==> src/rtl/led_ctrl_pkg.sv <==
// led_pattern_ctrl shared types and constants.
// Pattern index width, controller states and reset values.
package led_ctrl_pkg;

  localparam int SUM_W = 3;

  typedef enum logic {
    ST_MANUAL = 1'b0,
    ST_AUTO   = 1'b1
  } ctrl_state_t;

  localparam logic [SUM_W-1:0] SUM_RST  = '0;
  localparam logic             KEY_IDLE = 1'b1;

  // inc and dec are never both set by the caller.
  function automatic logic [SUM_W-1:0] sum_next(
    input logic [SUM_W-1:0] s,
    input logic             inc,
    input logic             dec
  );
    logic [SUM_W-1:0] r;
    r = s;
    unique case (1'b1)
      inc:     r = s + SUM_W'(1);
      dec:     r = s - SUM_W'(1);
      default: r = s;
    endcase
    return r;
  endfunction

endpackage

==> src/rtl/key_debounce.sv <==
// Raw active-low key -> 2-flop sync -> debouncer -> press pulse.
// One pulse per accepted 1->0 transition of the debounced level.
module key_debounce
  import led_ctrl_pkg::*;
#(
  parameter int DEB_CYCLES = 1_000_000
) (
  input  logic clk,
  input  logic rst_n,
  input  logic key_n,
  output logic press
);

  localparam int CNT_W = $clog2(DEB_CYCLES);
  localparam logic [CNT_W-1:0] CNT_MAX = CNT_W'(DEB_CYCLES - 1);

  logic [1:0]       sync;
  logic             lvl;
  logic             stable;
  logic [CNT_W-1:0] cnt;

  always_ff @(posedge clk or negedge rst_n) begin
    if (!rst_n) begin
      sync <= {KEY_IDLE, KEY_IDLE};
    end else begin
      sync <= {sync[0], key_n};
    end
  end

  assign lvl = sync[1];

  always_ff @(posedge clk or negedge rst_n) begin
    if (!rst_n) begin
      stable <= KEY_IDLE;
      cnt    <= '0;
      press  <= 1'b0;
    end else begin
      press <= 1'b0;
      if (lvl == stable) begin
        cnt <= '0;
      end else if (cnt == CNT_MAX) begin
        stable <= lvl;
        cnt    <= '0;
        press  <= ~lvl;
      end else begin
        cnt <= cnt + 1'b1;
      end
    end
  end

endmodule

==> src/rtl/led_pattern_ctrl.sv <==
// Key-driven pattern index sequencer, MANUAL and AUTO modes.
// AUTO mode, step timer and mode key exist only with LED_CTRL_AUTO_EN.
module led_pattern_ctrl
  import led_ctrl_pkg::*;
#(
  parameter int DEB_CYCLES  = 1_000_000,
  parameter int STEP_CYCLES = 25_000_000
) (
  input  logic             clk,
  input  logic             rst_n,
  input  logic             key_up_n,
  input  logic             key_down_n,
  input  logic             key_mode_n,
  output logic [SUM_W-1:0] sum,
  output logic             auto_on,
  output logic             sum_chg
);

  logic             up_press;
  logic             down_press;
  logic             step_tick;
  logic             inc;
  logic             dec;
  logic [SUM_W-1:0] sum_nxt;

  key_debounce #(
    .DEB_CYCLES(DEB_CYCLES)
  ) u_up (
    .clk  (clk),
    .rst_n(rst_n),
    .key_n(key_up_n),
    .press(up_press)
  );

  key_debounce #(
    .DEB_CYCLES(DEB_CYCLES)
  ) u_down (
    .clk  (clk),
    .rst_n(rst_n),
    .key_n(key_down_n),
    .press(down_press)
  );

`ifdef LED_CTRL_AUTO_EN
  localparam int STEP_W = $clog2(STEP_CYCLES);
  localparam logic [STEP_W-1:0] STEP_MAX =
    STEP_W'(STEP_CYCLES - 1);

  logic              mode_press;
  ctrl_state_t       state;
  ctrl_state_t       state_nxt;
  logic [STEP_W-1:0] step_cnt;
  logic [STEP_W-1:0] step_cnt_nxt;

  key_debounce #(
    .DEB_CYCLES(DEB_CYCLES)
  ) u_mode (
    .clk  (clk),
    .rst_n(rst_n),
    .key_n(key_mode_n),
    .press(mode_press)
  );

  always_ff @(posedge clk or negedge rst_n) begin
    if (!rst_n) begin
      state <= ST_MANUAL;
    end else begin
      state <= state_nxt;
    end
  end

  always_comb begin
    state_nxt = state;
    if (mode_press) begin
      unique case (state)
        ST_MANUAL: state_nxt = ST_AUTO;
        ST_AUTO:   state_nxt = ST_MANUAL;
        default:   state_nxt = ST_MANUAL;
      endcase
    end
  end

  always_comb begin
    auto_on = (state == ST_AUTO);
  end

  // Mode press and key presses both pre-empt a coincident tick.
  assign step_tick = (state == ST_AUTO) &&
                     !mode_press &&
                     !up_press && !down_press &&
                     (step_cnt == STEP_MAX);

  always_comb begin
    step_cnt_nxt = step_cnt + 1'b1;
    if (mode_press || state == ST_MANUAL) begin
      step_cnt_nxt = '0;
    end else if (up_press || down_press || step_tick) begin
      step_cnt_nxt = '0;
    end
  end

  always_ff @(posedge clk or negedge rst_n) begin
    if (!rst_n) begin
      step_cnt <= '0;
    end else begin
      step_cnt <= step_cnt_nxt;
    end
  end
`else
  logic unused_mode;
  localparam int unused_step = STEP_CYCLES;

  assign unused_mode = key_mode_n;
  assign step_tick   = 1'b0;
  assign auto_on     = 1'b0;
`endif

  // Up and down together cancel out.
  assign inc = (up_press & ~down_press) | step_tick;
  assign dec = down_press & ~up_press;

  always_comb begin
    sum_nxt = sum_next(sum, inc, dec);
  end

  always_ff @(posedge clk or negedge rst_n) begin
    if (!rst_n) begin
      sum     <= SUM_RST;
      sum_chg <= 1'b0;
    end else begin
      sum     <= sum_nxt;
      sum_chg <= (sum_nxt != sum);
    end
  end

endmodule

==> config.mk <==
export PLATFORM = sky130hd
export DESIGN_NAME = led_pattern_ctrl
export DESIGN_NICKNAME = d
export VERILOG_FILES = /design/src/rtl/led_ctrl_pkg.sv /design/src/rtl/key_debounce.sv /design/src/rtl/led_pattern_ctrl.sv
export SDC_FILE = /design/constraint.sdc
export NUM_CORES = 1
export LEC_CHECK = 0
export CORE_MARGIN = 3
export CORE_UTILIZATION = 35
export DETAILED_ROUTE_END_ITERATION = 7
export SLEW_MARGIN = 15
export SYNTH_ARGS = -nofsm -noshare
export SYNTH_HDL_FRONTEND = slang
export SYNTH_SLANG_ARGS = --single-unit
==> constraint.sdc <==
create_clock -name clk -period 1.8 [get_ports clk]
set_clock_uncertainty 0.15 [all_clocks]
set_input_delay 0.18 -clock clk [delete_from_list [all_inputs] [get_ports clk]]
set_output_delay 0.18 -clock clk [all_outputs]
set_load 0.03 [all_outputs]
==> impl_metrics.csv <==
group,metric,value,unit
clocking,clockRootBuffer,"clkbuf_8",
detailed_routing,vias,1905,
detailed_routing,drc_errors,0,
power_and_ir_drop,p_switching,446.2,uW
logic_synthesis,synth_most_common_cell,"dfrtp_1",
layout,antennaDiodeCount,0,
clocking,cts_buffers,5,
floorplan,start_util,36.61,%
floorplan,dieArea,8238,sq um
power_and_ir_drop,clkPwrFrac,37.9,%
global_route,grt_antenna_before_repair,0,
clocking,cts.sinks,52,
logic_synthesis,synth.area.mux_share,1.692,%
critical_path,worstPathMaxFanout,4,
logic_synthesis,synth-simple-area-share,24.03,%
power_and_ir_drop,internal_power,1.642,mW
logic_synthesis,syn_inst,237,
global_route,grt_max_degree,53,
logic_synthesis,yosysWarnings,0,
critical_path,path_class,"reg -> reg",
place,port_buffers,7,
logic_synthesis,async_reset_ff_share,100.0,%
place,globalplace.congestion,0.7457,
logic_synthesis,synth_common_cells,"46 x dfrtp_1, 34 x nor2_1, 24 x xnor2_1, 14 x inv_1, 13 x nand3_1",
floorplan,die_width,90.77,um
logic_synthesis,yosysTopAreaCell,"dfrtp_1",
critical_path,crit_family,"simple AND/OR/NAND/NOR gates",
timing,post-route-min-period,1.792,ns
global_route,grt_pass1_wl,7983,um
floorplan,fp-row-count,30,
power_and_ir_drop,powerDensity,631.6,nW/um^2
floorplan,fp.dieH,90.77,um
power_and_ir_drop,p_sw_share,21.37,%
timing,clock.fmax,0.5581,GHz
layout,layout-drive-gt1-share,31.42,%
logic_synthesis,syn_nets,246,
timing,setup_viol,0,
layout,nets,304,
layout,n_fill_cell,632,
power_and_ir_drop,finalPower,2.088,mW
logic_synthesis,synth_top_family_by_area,"simple AND/OR/NAND/NOR gates",
power_and_ir_drop,p_seq_share,57.4,%
power_and_ir_drop,ir_worst_vdd,0.2523,mV
logic_synthesis,synth_area,2515,sq um
detailed_routing,drt_iter0_markers,39,
critical_path,cpMaxStageDelayCell,"or4_4",
layout,syn_to_final_growth,31.44,%
global_route,grt_pass1_vias,1732,
timing,setup_tns,0,ns
detailed_routing,detail-route-antenna-nets,0,
logic_synthesis,synthAdderAreaFrac,2.289,%
critical_path,arrival,1.88,ns
critical_path,path_cells,"nand4_1 -> or4_4 -> or3_1 -> a21oi_2",
logic_synthesis,synth_edf_count,0,
critical_path,crit_path_end_kind,"flip-flop",
logic_synthesis,synth_compound_area_share,5.124,%
timing,finalHoldViolCount,0,
critical_path,cp.required,1.89,ns
critical_path,crit_path_start_kind,"flip-flop",
clocking,clk_latency,0.30,ns
logic_synthesis,synth_top_area_share,45.77,%
timing,min_period_over_period,99.54,%
logic_synthesis,ys_seq_area_share,52.04,%
clocking,cts_tree,"done",
place,place_hpwl,3245,um
global_route,overflow,0,
clocking,cts.clk_slew.worst_paths,0.09,ns
critical_path,worst-path-buf-inv,0,
worst_hold_path,hold_path.class,"in -> reg",
logic_synthesis,synth_xor_area_share,11.49,%
detailed_routing,routed_wl,4792,um
job,maxCapViolations,0,
logic_synthesis,synthTopCellsByArea,"dfrtp_1 46%, xnor2_1 8.4%, dfstp_2 6.3%, nor2_1 5.1%, xor2_1 3.1%",
detailed_routing,viasPerCell,4.860,
logic_synthesis,yosys.cell_types.count,39,
layout,final_core_util,48.12,%
power_and_ir_drop,p_leak,1.371,nW
detailed_routing,wire_per_inst,12.22,um
floorplan,core-area,6869,sq um
timing,maxSlewViolCount,0,
clocking,htree_levels,2,
status,status,"finished, final reports clean",
clocking,cts_buffer_depth,2,
logic_synthesis,synth-seq-cells,52,
timing,rsz0062_at_grt,"true",
detailed_routing,first_pass_iters,4,
floorplan,ios,10,
logic_synthesis,dominantRegCellSynth,"dfrtp_1",
power_and_ir_drop,comb_power_share,4.7,%
critical_path,cpPeakStageDelay,0.57,ns
logic_synthesis,postSynthAreaPerCell,10.61,sq um
global_route,grt_usage,11.71,%
-- stage by stage --
stage	std cells	instance area (sq um)	hold WS [ns]	setup slack (ns)
floorplan	237	2550	-0.2656	-0.02272
global placement	375	3007	0.04150	0.02865
detailed placement	375	3007	0.04598	-0.03964
CTS	386	3154	0.1292	0.002305
global route	392	3306	0.1339	-0.06454
finish	392	3306	0.1377	0.008227
-- final timing paths --
| kind | startpoint | endpoint | slack (ns) | cells past startpoint |
|---|---|---|---|---|
| worst max-delay path | u_down.cnt[4]$_DFF_PN0_ | u_down.cnt[19]$_DFF_PN0_ | 0.008 | 4 |
| worst min register to register | u_down.sync[0]$_DFF_PN1_ | u_down.sync[1]$_DFF_PN1_ | 0.21 | 0 |
| worst max register to register | u_down.cnt[4]$_DFF_PN0_ | u_down.cnt[19]$_DFF_PN0_ | 0.008 | 4 |
| min in group asynchronous | rst_n | u_up.cnt[12]$_DFF_PN0_ | 0.24 | 3 |
| worst min-delay path | key_down_n | u_down.sync[0]$_DFF_PN1_ | 0.14 | 1 |
| max in group asynchronous | rst_n | u_up.sync[1]$_DFF_PN1_ | 0.97 | 3 |
-- cells in the final DEF (no fill, tap or decap), types with 3 or more instances in the layout --
master / n
nand3_2: 4
buf_4: 42
dfrtp_2: 4
ha_1: 3
buf_6: 4
a21oi_1: 7
clkbuf_8: 5
or3_1: 4
xnor2_1: 24
o21ai_0: 3
xor2_1: 9
nor2_1: 34
dfrtp_1: 42
dfstp_2: 6
nand4_1: 9
and3_1: 4
nor4b_2: 3
or4_1: 3
nor3_1: 6
nor4_2: 6
clkdlybuf4s50_1: 6
inv_1: 14
o31ai_1: 3
nand3_1: 9
nand2_1: 10
-- state kept, by name (all words and copies together) (netlist names) --
name           flops
u_up.sync          2
u_down.cnt        20
u_up.cnt          20
u_up.stable        1
u_down.press       1
u_up.press         1
sum_chg            1
sum                3
u_down.stable      1
u_down.sync        2
-- area by class of cell --
class | count | area, sq um | area share [%]
Sequential cell | 52 | 1314 | 39.74
Multi-Input combinational cell | 167 | 1256 | 38.00
Timing Repair Buffer | 55 | 455.4 | 13.78
Tap cell | 96 | 120.1 | 3.634
Clock buffer | 6 | 72.57 | 2.195
Inverter | 14 | 52.55 | 1.590
Clock inverter | 2 | 35.03 | 1.060
-- layer usage --
| metal | up-vias | part of all wire (%) | global-route usage, % |
|---|---|---|---|
| met1 | 938 | 51 | 16.95 |
| met5 | - | 0 | 0 |
| met3 | 5 | 1.9 | 1.583 |
| met2 | 16 | 46 | 17.85 |
| met4 | 0 | 1.5 | 4.209 |
| li1 | 946 | - | - |
-- power by group through the flow --
stage / clock network, mW / registers (mW) / logic [mW]
finish: 0.791 / 1.20 / 0.0987
global route: 0.868 / 1.20 / 0.115
detailed placement: 0 / 1.22 / 0.0965
global placement: 0 / 1.22 / 0.0948
CTS: 0.823 / 1.20 / 0.0990
floorplan: 0 / 1.22 / 0.0404
-- repair_timing --
action	in CTS	in global routing
hold buffers	1	0
resized for setup	2	23
pin swaps	3	9
hold endpoints to repair	52	0
endpoints found under the setup margin	5	39
buffers inserted	2	6
-- cells by family (layout without fill, tap and decap cells) --
logic type | count (synthesis) | after routing
other | 1 | 1
and+or+nand+nor | 108 | 108
buffers and inverters | 18 | 77
DFF | 52 | 52
adders and majority gates | 4 | 4
xor gates and xnor gates | 33 | 33
AOI/OAI and AO/OA | 17 | 17
muxes | 4 | 4
(Power assumes the default switching activity.)
